**config.mk**
```make
export PLATFORM = sky130hd
export DESIGN_NAME = match_scoreboard_flat
export DESIGN_NICKNAME = d
export VERILOG_FILES = /design/src/rtl/match_scoreboard_if.sv /design/src/rtl/match_scoreboard.sv /design/src/flat_wrapper.sv
export SDC_FILE = /design/constraint.sdc
export NUM_CORES = 1
export LEC_CHECK = 0
export CORE_MARGIN = 10
export CORE_UTILIZATION = 35
export CTS_BUF_LIST = sky130_fd_sc_hd__clkbuf_8
export CTS_CLUSTER_DIAMETER = 100
export DETAILED_ROUTE_END_ITERATION = 12
export SLEW_MARGIN = 20
export SYNTH_ARGS = -nofsm -noshare
export SYNTH_HDL_FRONTEND = slang
export SYNTH_SLANG_ARGS = --single-unit
export TNS_END_PERCENT = 100
```
**constraint.sdc**
```tcl
create_clock -name clkSelect -period 2.7 [get_ports clkSelect]
set_input_delay 0.54 -clock clkSelect [delete_from_list [all_inputs] [get_ports clkSelect]]
set_output_delay 0.54 -clock clkSelect [all_outputs]
set_load 0.005 [all_outputs]
```
**src/rtl/match_scoreboard_if.sv**
```systemverilog
// Bundle between the tug-of-war playfield and the match scoreboard.
// The playfield side (master) raises the round-victory strobes.
// The scoreboard side (slave) returns the score, the display digits,
// the field-reset request and the match result.
interface match_scoreboard_if;
    logic       victory_left_i;
    logic       victory_right_i;
    logic       field_reset_o;
    logic [2:0] score_left_o;
    logic [2:0] score_right_o;
    logic [6:0] hex_left_o;
    logic [6:0] hex_right_o;
    logic       match_over_o;
    logic       winner_right_o;

    modport master (
        output victory_left_i,
        output victory_right_i,
        input  field_reset_o,
        input  score_left_o,
        input  score_right_o,
        input  hex_left_o,
        input  hex_right_o,
        input  match_over_o,
        input  winner_right_o
    );

    modport slave (
        input  victory_left_i,
        input  victory_right_i,
        output field_reset_o,
        output score_left_o,
        output score_right_o,
        output hex_left_o,
        output hex_right_o,
        output match_over_o,
        output winner_right_o
    );
endinterface

```
**src/rtl/match_scoreboard.sv**
```systemverilog
// Match scoreboard for the tug-of-war game.
// Counts rounds won by each player, holds the playfield in reset for a
// fixed pause after every round, and latches the winner once a player
// reaches WIN_SCORE. Scores are shown as active-low seven-segment digits.
module match_scoreboard #(
    parameter int WIN_SCORE    = 7,
    parameter int PAUSE_CYCLES = 4
) (
    input  logic               clkSelect,
    input  logic               reset,
    match_scoreboard_if.slave  bus
);

    localparam int              CNT_W      = (PAUSE_CYCLES > 1) ? $clog2(PAUSE_CYCLES) : 1;
    localparam logic [CNT_W-1:0] PAUSE_LOAD = CNT_W'(PAUSE_CYCLES - 1);
    localparam logic [2:0]      WIN_VAL    = 3'(WIN_SCORE);

    typedef enum logic [1:0] {
        PLAY  = 2'd0,
        PAUSE = 2'd1,
        OVER  = 2'd2
    } state_t;

    state_t           state_q,       state_d;
    logic [2:0]       scoreLeft_q,   scoreLeft_d;
    logic [2:0]       scoreRight_q,  scoreRight_d;
    logic             fieldReset_q,  fieldReset_d;
    logic             matchOver_q,   matchOver_d;
    logic             winnerRight_q, winnerRight_d;
    logic [CNT_W-1:0] pauseCnt_q,    pauseCnt_d;

    logic [2:0]       leftInc;
    logic [2:0]       rightInc;

    // Active-low segment pattern (g..a) for one score digit; anything
    // outside the legal score range blanks the display.
    function automatic logic [6:0] hexDecode(input logic [2:0] value);
        logic [6:0] seg;
        case (value)
            3'd0:    seg = 7'b1000000;
            3'd1:    seg = 7'b1111001;
            3'd2:    seg = 7'b0100100;
            3'd3:    seg = 7'b0110000;
            3'd4:    seg = 7'b0011001;
            3'd5:    seg = 7'b0010010;
            3'd6:    seg = 7'b0000010;
            3'd7:    seg = 7'b1111000;
            default: seg = 7'b1111111;
        endcase
        return seg;
    endfunction

    // Saturating increments so a score can never wrap past WIN_SCORE.
    always_comb begin
        leftInc  = (scoreLeft_q  >= WIN_VAL) ? WIN_VAL : scoreLeft_q  + 3'd1;
        rightInc = (scoreRight_q >= WIN_VAL) ? WIN_VAL : scoreRight_q + 3'd1;
    end

    // Next-state logic: award rounds in PLAY, time the pause, freeze in OVER.
    always_comb begin
        state_d       = state_q;
        scoreLeft_d   = scoreLeft_q;
        scoreRight_d  = scoreRight_q;
        fieldReset_d  = fieldReset_q;
        matchOver_d   = matchOver_q;
        winnerRight_d = winnerRight_q;
        pauseCnt_d    = pauseCnt_q;

        case (state_q)
            PLAY: begin
                fieldReset_d = 1'b0;
                if (bus.victory_left_i && bus.victory_right_i) begin
                    state_d      = PAUSE;
                    fieldReset_d = 1'b1;
                    pauseCnt_d   = PAUSE_LOAD;
                end else if (bus.victory_left_i) begin
                    scoreLeft_d  = leftInc;
                    fieldReset_d = 1'b1;
                    pauseCnt_d   = PAUSE_LOAD;
                    if (leftInc == WIN_VAL) begin
                        state_d       = OVER;
                        matchOver_d   = 1'b1;
                        winnerRight_d = 1'b0;
                    end else begin
                        state_d = PAUSE;
                    end
                end else if (bus.victory_right_i) begin
                    scoreRight_d = rightInc;
                    fieldReset_d = 1'b1;
                    pauseCnt_d   = PAUSE_LOAD;
                    if (rightInc == WIN_VAL) begin
                        state_d       = OVER;
                        matchOver_d   = 1'b1;
                        winnerRight_d = 1'b1;
                    end else begin
                        state_d = PAUSE;
                    end
                end
            end

            PAUSE: begin
                fieldReset_d = 1'b1;
                if (pauseCnt_q == '0) begin
                    state_d      = PLAY;
                    fieldReset_d = 1'b0;
                end else begin
                    pauseCnt_d = pauseCnt_q - 1'b1;
                end
            end

            OVER: begin
                fieldReset_d = 1'b1;
            end

            default: begin
                state_d      = PLAY;
                fieldReset_d = 1'b0;
            end
        endcase
    end

    // State register; reset wins over any strobe sampled on the same edge.
    always_ff @(posedge clkSelect) begin
        if (reset) begin
            state_q       <= PLAY;
            scoreLeft_q   <= 3'd0;
            scoreRight_q  <= 3'd0;
            fieldReset_q  <= 1'b0;
            matchOver_q   <= 1'b0;
            winnerRight_q <= 1'b0;
            pauseCnt_q    <= '0;
        end else begin
            state_q       <= state_d;
            scoreLeft_q   <= scoreLeft_d;
            scoreRight_q  <= scoreRight_d;
            fieldReset_q  <= fieldReset_d;
            matchOver_q   <= matchOver_d;
            winnerRight_q <= winnerRight_d;
            pauseCnt_q    <= pauseCnt_d;
        end
    end

    // Outputs come straight from registers; the digits are decoded from them.
    always_comb begin
        bus.field_reset_o  = fieldReset_q;
        bus.score_left_o   = scoreLeft_q;
        bus.score_right_o  = scoreRight_q;
        bus.match_over_o   = matchOver_q;
        bus.winner_right_o = winnerRight_q;
        bus.hex_left_o     = hexDecode(scoreLeft_q);
        bus.hex_right_o    = hexDecode(scoreRight_q);
    end

endmodule

```
**src/flat_wrapper.sv**
```systemverilog
// flat-port wrapper written by rule: the top's interface ports become plain ports
module match_scoreboard_flat 
#(
    parameter int WIN_SCORE    = 7,
    parameter int PAUSE_CYCLES = 4
)
  (clkSelect, reset, bus_victory_left_i, bus_victory_right_i, bus_field_reset_o, bus_score_left_o, bus_score_right_o, bus_hex_left_o, bus_hex_right_o, bus_match_over_o, bus_winner_right_o);
  match_scoreboard_if bus_i ();
  input  logic clkSelect;
  input  logic reset;
  input wire logic [$bits(bus_i.victory_left_i)-1:0] bus_victory_left_i;
  input wire logic [$bits(bus_i.victory_right_i)-1:0] bus_victory_right_i;
  output wire logic [$bits(bus_i.field_reset_o)-1:0] bus_field_reset_o;
  output wire logic [$bits(bus_i.score_left_o)-1:0] bus_score_left_o;
  output wire logic [$bits(bus_i.score_right_o)-1:0] bus_score_right_o;
  output wire logic [$bits(bus_i.hex_left_o)-1:0] bus_hex_left_o;
  output wire logic [$bits(bus_i.hex_right_o)-1:0] bus_hex_right_o;
  output wire logic [$bits(bus_i.match_over_o)-1:0] bus_match_over_o;
  output wire logic [$bits(bus_i.winner_right_o)-1:0] bus_winner_right_o;
  assign bus_i.victory_left_i = bus_victory_left_i;
  assign bus_i.victory_right_i = bus_victory_right_i;
  assign bus_field_reset_o = bus_i.field_reset_o;
  assign bus_score_left_o = bus_i.score_left_o;
  assign bus_score_right_o = bus_i.score_right_o;
  assign bus_hex_left_o = bus_i.hex_left_o;
  assign bus_hex_right_o = bus_i.hex_right_o;
  assign bus_match_over_o = bus_i.match_over_o;
  assign bus_winner_right_o = bus_i.winner_right_o;
  match_scoreboard #(.WIN_SCORE(WIN_SCORE), .PAUSE_CYCLES(PAUSE_CYCLES)) u_core (.clkSelect(clkSelect), .reset(reset), .bus(bus_i));
endmodule
```
==> flow_summary.yaml <==
yosys:
  synth.net_count: 160
  ys_seq_area_share_pct: 39.38
  ys.flop_type: "dfxtp_1"
  synth_warnings: 0
  yosysUniqueCellTypes: 39
  synthArstFlopShare_pct: 0
  syn_inst: 137
  synth_edf_count: 0
  synth-seq-cells: 27
  avgSynthCellArea_um2: 10.02
  netlist_area_mm2: 0.001373
worst_setup_path:
  crit_path_cell_trace: "clkdlybuf4s50_1, ha_1, or3b_4, a221oi_2, inv_1, ha_1, and2_1"
  cp-start-kind: "primary input"
  max_stage_delay_ns: 0.54
  critPathKind: "primary input to flop"
  cp.required_ns: 2.88
  crit_start: "bus_victory_left_i"
  crit_fanout: 4
  critPathCaptureType: "flop"
  reg2regPathDepth: 8
  r2r_start: "u_core.bus.score_left_o[0]"
  arrival_ns: 2.53
  cp_slowest_cell: "clkdlybuf4s50_1"
  crit_path_frequent_cell: "ha_1"
worst_hold_path:
  min_path_type: "flop to flop"
  hp-start: "u_core.pauseCnt_q[1]"
  min_path_cells: 2
drt:
  viasPerCell: 4.752
  post_drt_wl_per_cell_um: 12.21
  totalWireLength_um: 2711
  drtPass1Iterations: 4
  drt-initial-drc-count: 60
  antenna_left: 0
  num_vias: 1055
  drc_errors: 0
finish:
  utilization_pct: 48.42
  drive_gt1_share_pct: 14.94
  diodes: 0
  syn_to_final_growth_pct: 31.09
  nNetsFinal: 198
  fill_cells: 366
  layout_commonest_cell: "dfxtp_1"
  layout_common_cells: "dfxtp_1 (27), clkdlybuf4s50_1 (26), inv_1 (19), ha_1 (19), buf_4 (11)"
clock_network:
  post_cts_buffers: 0
  cts_buffers: 3
  cts_resized: 0
  path_clk_slew_ns: 0.10
  clockRootBuffer: "clkbuf_8"
  htreeDepth: 1
  cts_tree: "done"
  cts_hold_buf: 0
  clk_path_buf_depth: 2
  clock_latency_ns: 0.27
  cts.sinks: 27
sta:
  max_slew_margin_pct: 67.06
  rsz0062_at_grt: "no"
  worst_pin_slew_ns: 0.4873
  min_period_ns: 2.358
  slew_violations: 0
  finalCritPeriodShare_pct: 87.34
  hold_violations: 0
  fmax_ghz: 0.4240
  tns_ns: 0
  finalSetupViolations: 0
  finalClockSkew_ns: 0.003830
pwr:
  power.density_mw_per_mm2: 565.6
  peakVddDrop_mv: 0.2117
  leakage_nw: 0.8145
global_routing:
  grt_pass1_vias: 1055
  use_met3_pct: 2.592
  met1_usage_pct: 9.142
  grt_max_degree: 18
  grt_first_pass_wirelength_um: 4540
  grt_overflow: 0
  use_met2_pct: 14.31
  antenna_found_initial: 0
  top_usage_layer: "met2"
  grt_usage_pct: 8.135
floorplan:
  io_pins: 27
  num_rows: 22
  coreArea_mm2: 0.003716
  die_h_um: 82.62
  floorplan.initialDensity_pct: 36.94
  chipWidth_um: 82.62
  dieArea_mm2: 0.006826
placement:
  port_buffers: 26
  dpl.hpwl_um: 2176
  gp_congestion: 0.7647
flow_run:
  maxCapViolations: 0
run_status:
  status: "finished clean"
[worst max-delay path: cells and delay by family]
family | cells | cell delay, ns
and+or+nand+nor | 2 | 0.53
buffers and inverters | 2 | 0.67
adders and majority gates | 2 | 0.48
AOI/OAI and AO/OA | 1 | 0.30
[path summary, 6_finish.rpt]
kind	end	slack, ns
max	u_core.bus.hex_left_o[1]	0.34
min	u_core.pauseCnt_q[1]	0.50
max reg2reg	u_core.bus.hex_left_o[1]	0.60
min reg2reg	u_core.pauseCnt_q[1]	0.50
[final cells by class]
type	count	area (um2)	share of cell area, %
Clock inverter	1	8.758	0.4868
Tap cell	48	60.06	3.338
Multi-Input combinational cell	87	734.5	40.82
Sequential cell	27	540.5	30.04
Inverter	19	71.32	3.964
Timing Repair Buffer	37	342.8	19.05
Clock buffer	3	41.29	2.295
[power by group]
group / switching (mW) / total (mW) / internal [mW]
combinational: 0.128 / 0.291 / 0.162
sequential: 0.0332 / 0.486 / 0.453
clock: 0.133 / 0.241 / 0.108
[flip-flops by register name, summed over array words and instances (netlist names)]
signal,count
u_core.bus.score_right_o,3
u_core.bus.winner_right_o,1
u_core.pauseCnt_q,2
u_core.bus.field_reset_o,1
u_core.bus.match_over_o,1
u_core.bus.score_left_o,3
u_core.state_q,2
u_core.bus.hex_left_o,7
u_core.bus.hex_right_o,7
[Yosys cell counts (all sizes together), types with 3 or more instances]
cell | count | area share (%)
ha | 19 | 17
a31oi | 3 | 1.4
nand2 | 6 | 1.6
mux2i | 6 | 4.4
a221oi | 3 | 2.4
o211ai | 3 | 1.6
nor3 | 3 | 1.1
nor2 | 9 | 2.6
dfxtp | 27 | 39
and2 | 3 | 1.6
o21ai | 4 | 1.5
a21oi | 7 | 2.8
inv | 19 | 5.2
[through the flow]
stage | std cells | setup slack [ns] | power (mW) | area [um2] | hold WS [ns]
floorplan | 137 | 0.4892 | 0.6582 | 1373 | 0.4731
global placement | 218 | 0.07869 | 0.7835 | 1749 | 0.4821
detailed placement | 218 | 0.05992 | 0.7901 | 1749 | 0.4917
CTS | 222 | 0.3459 | 1.038 | 1799 | 0.5074
global route | 222 | 0.2294 | 1.084 | 1799 | 0.5650
finish | 222 | 0.3418 | 1.018 | 1799 | 0.5005
[logic make-up (layout without fill, tap and decap cells)]
family / Yosys count / in the layout / share of synthesized area (%)
AND/OR/NAND/NOR: 33 / 33 / 14.68
AO/OA/AOI/OAI: 28 / 28 / 16.05
flip-flops: 27 / 27 / 39.38
buffers and inverters: 23 / 60 / 7.111
adder cells (fa/ha/maj): 19 / 19 / 17.32
multiplexers: 7 / 7 / 5.469
[layer usage]
metal  share of wire [%]  wire length (um)  up-vias
met3                 8.1               220        2
met5                   0                 0        -
li1                    -                 -      547
met2                  49              1338       21
met1                  42              1135      485
met4                0.59                16        0
(Power assumes the default switching activity.)
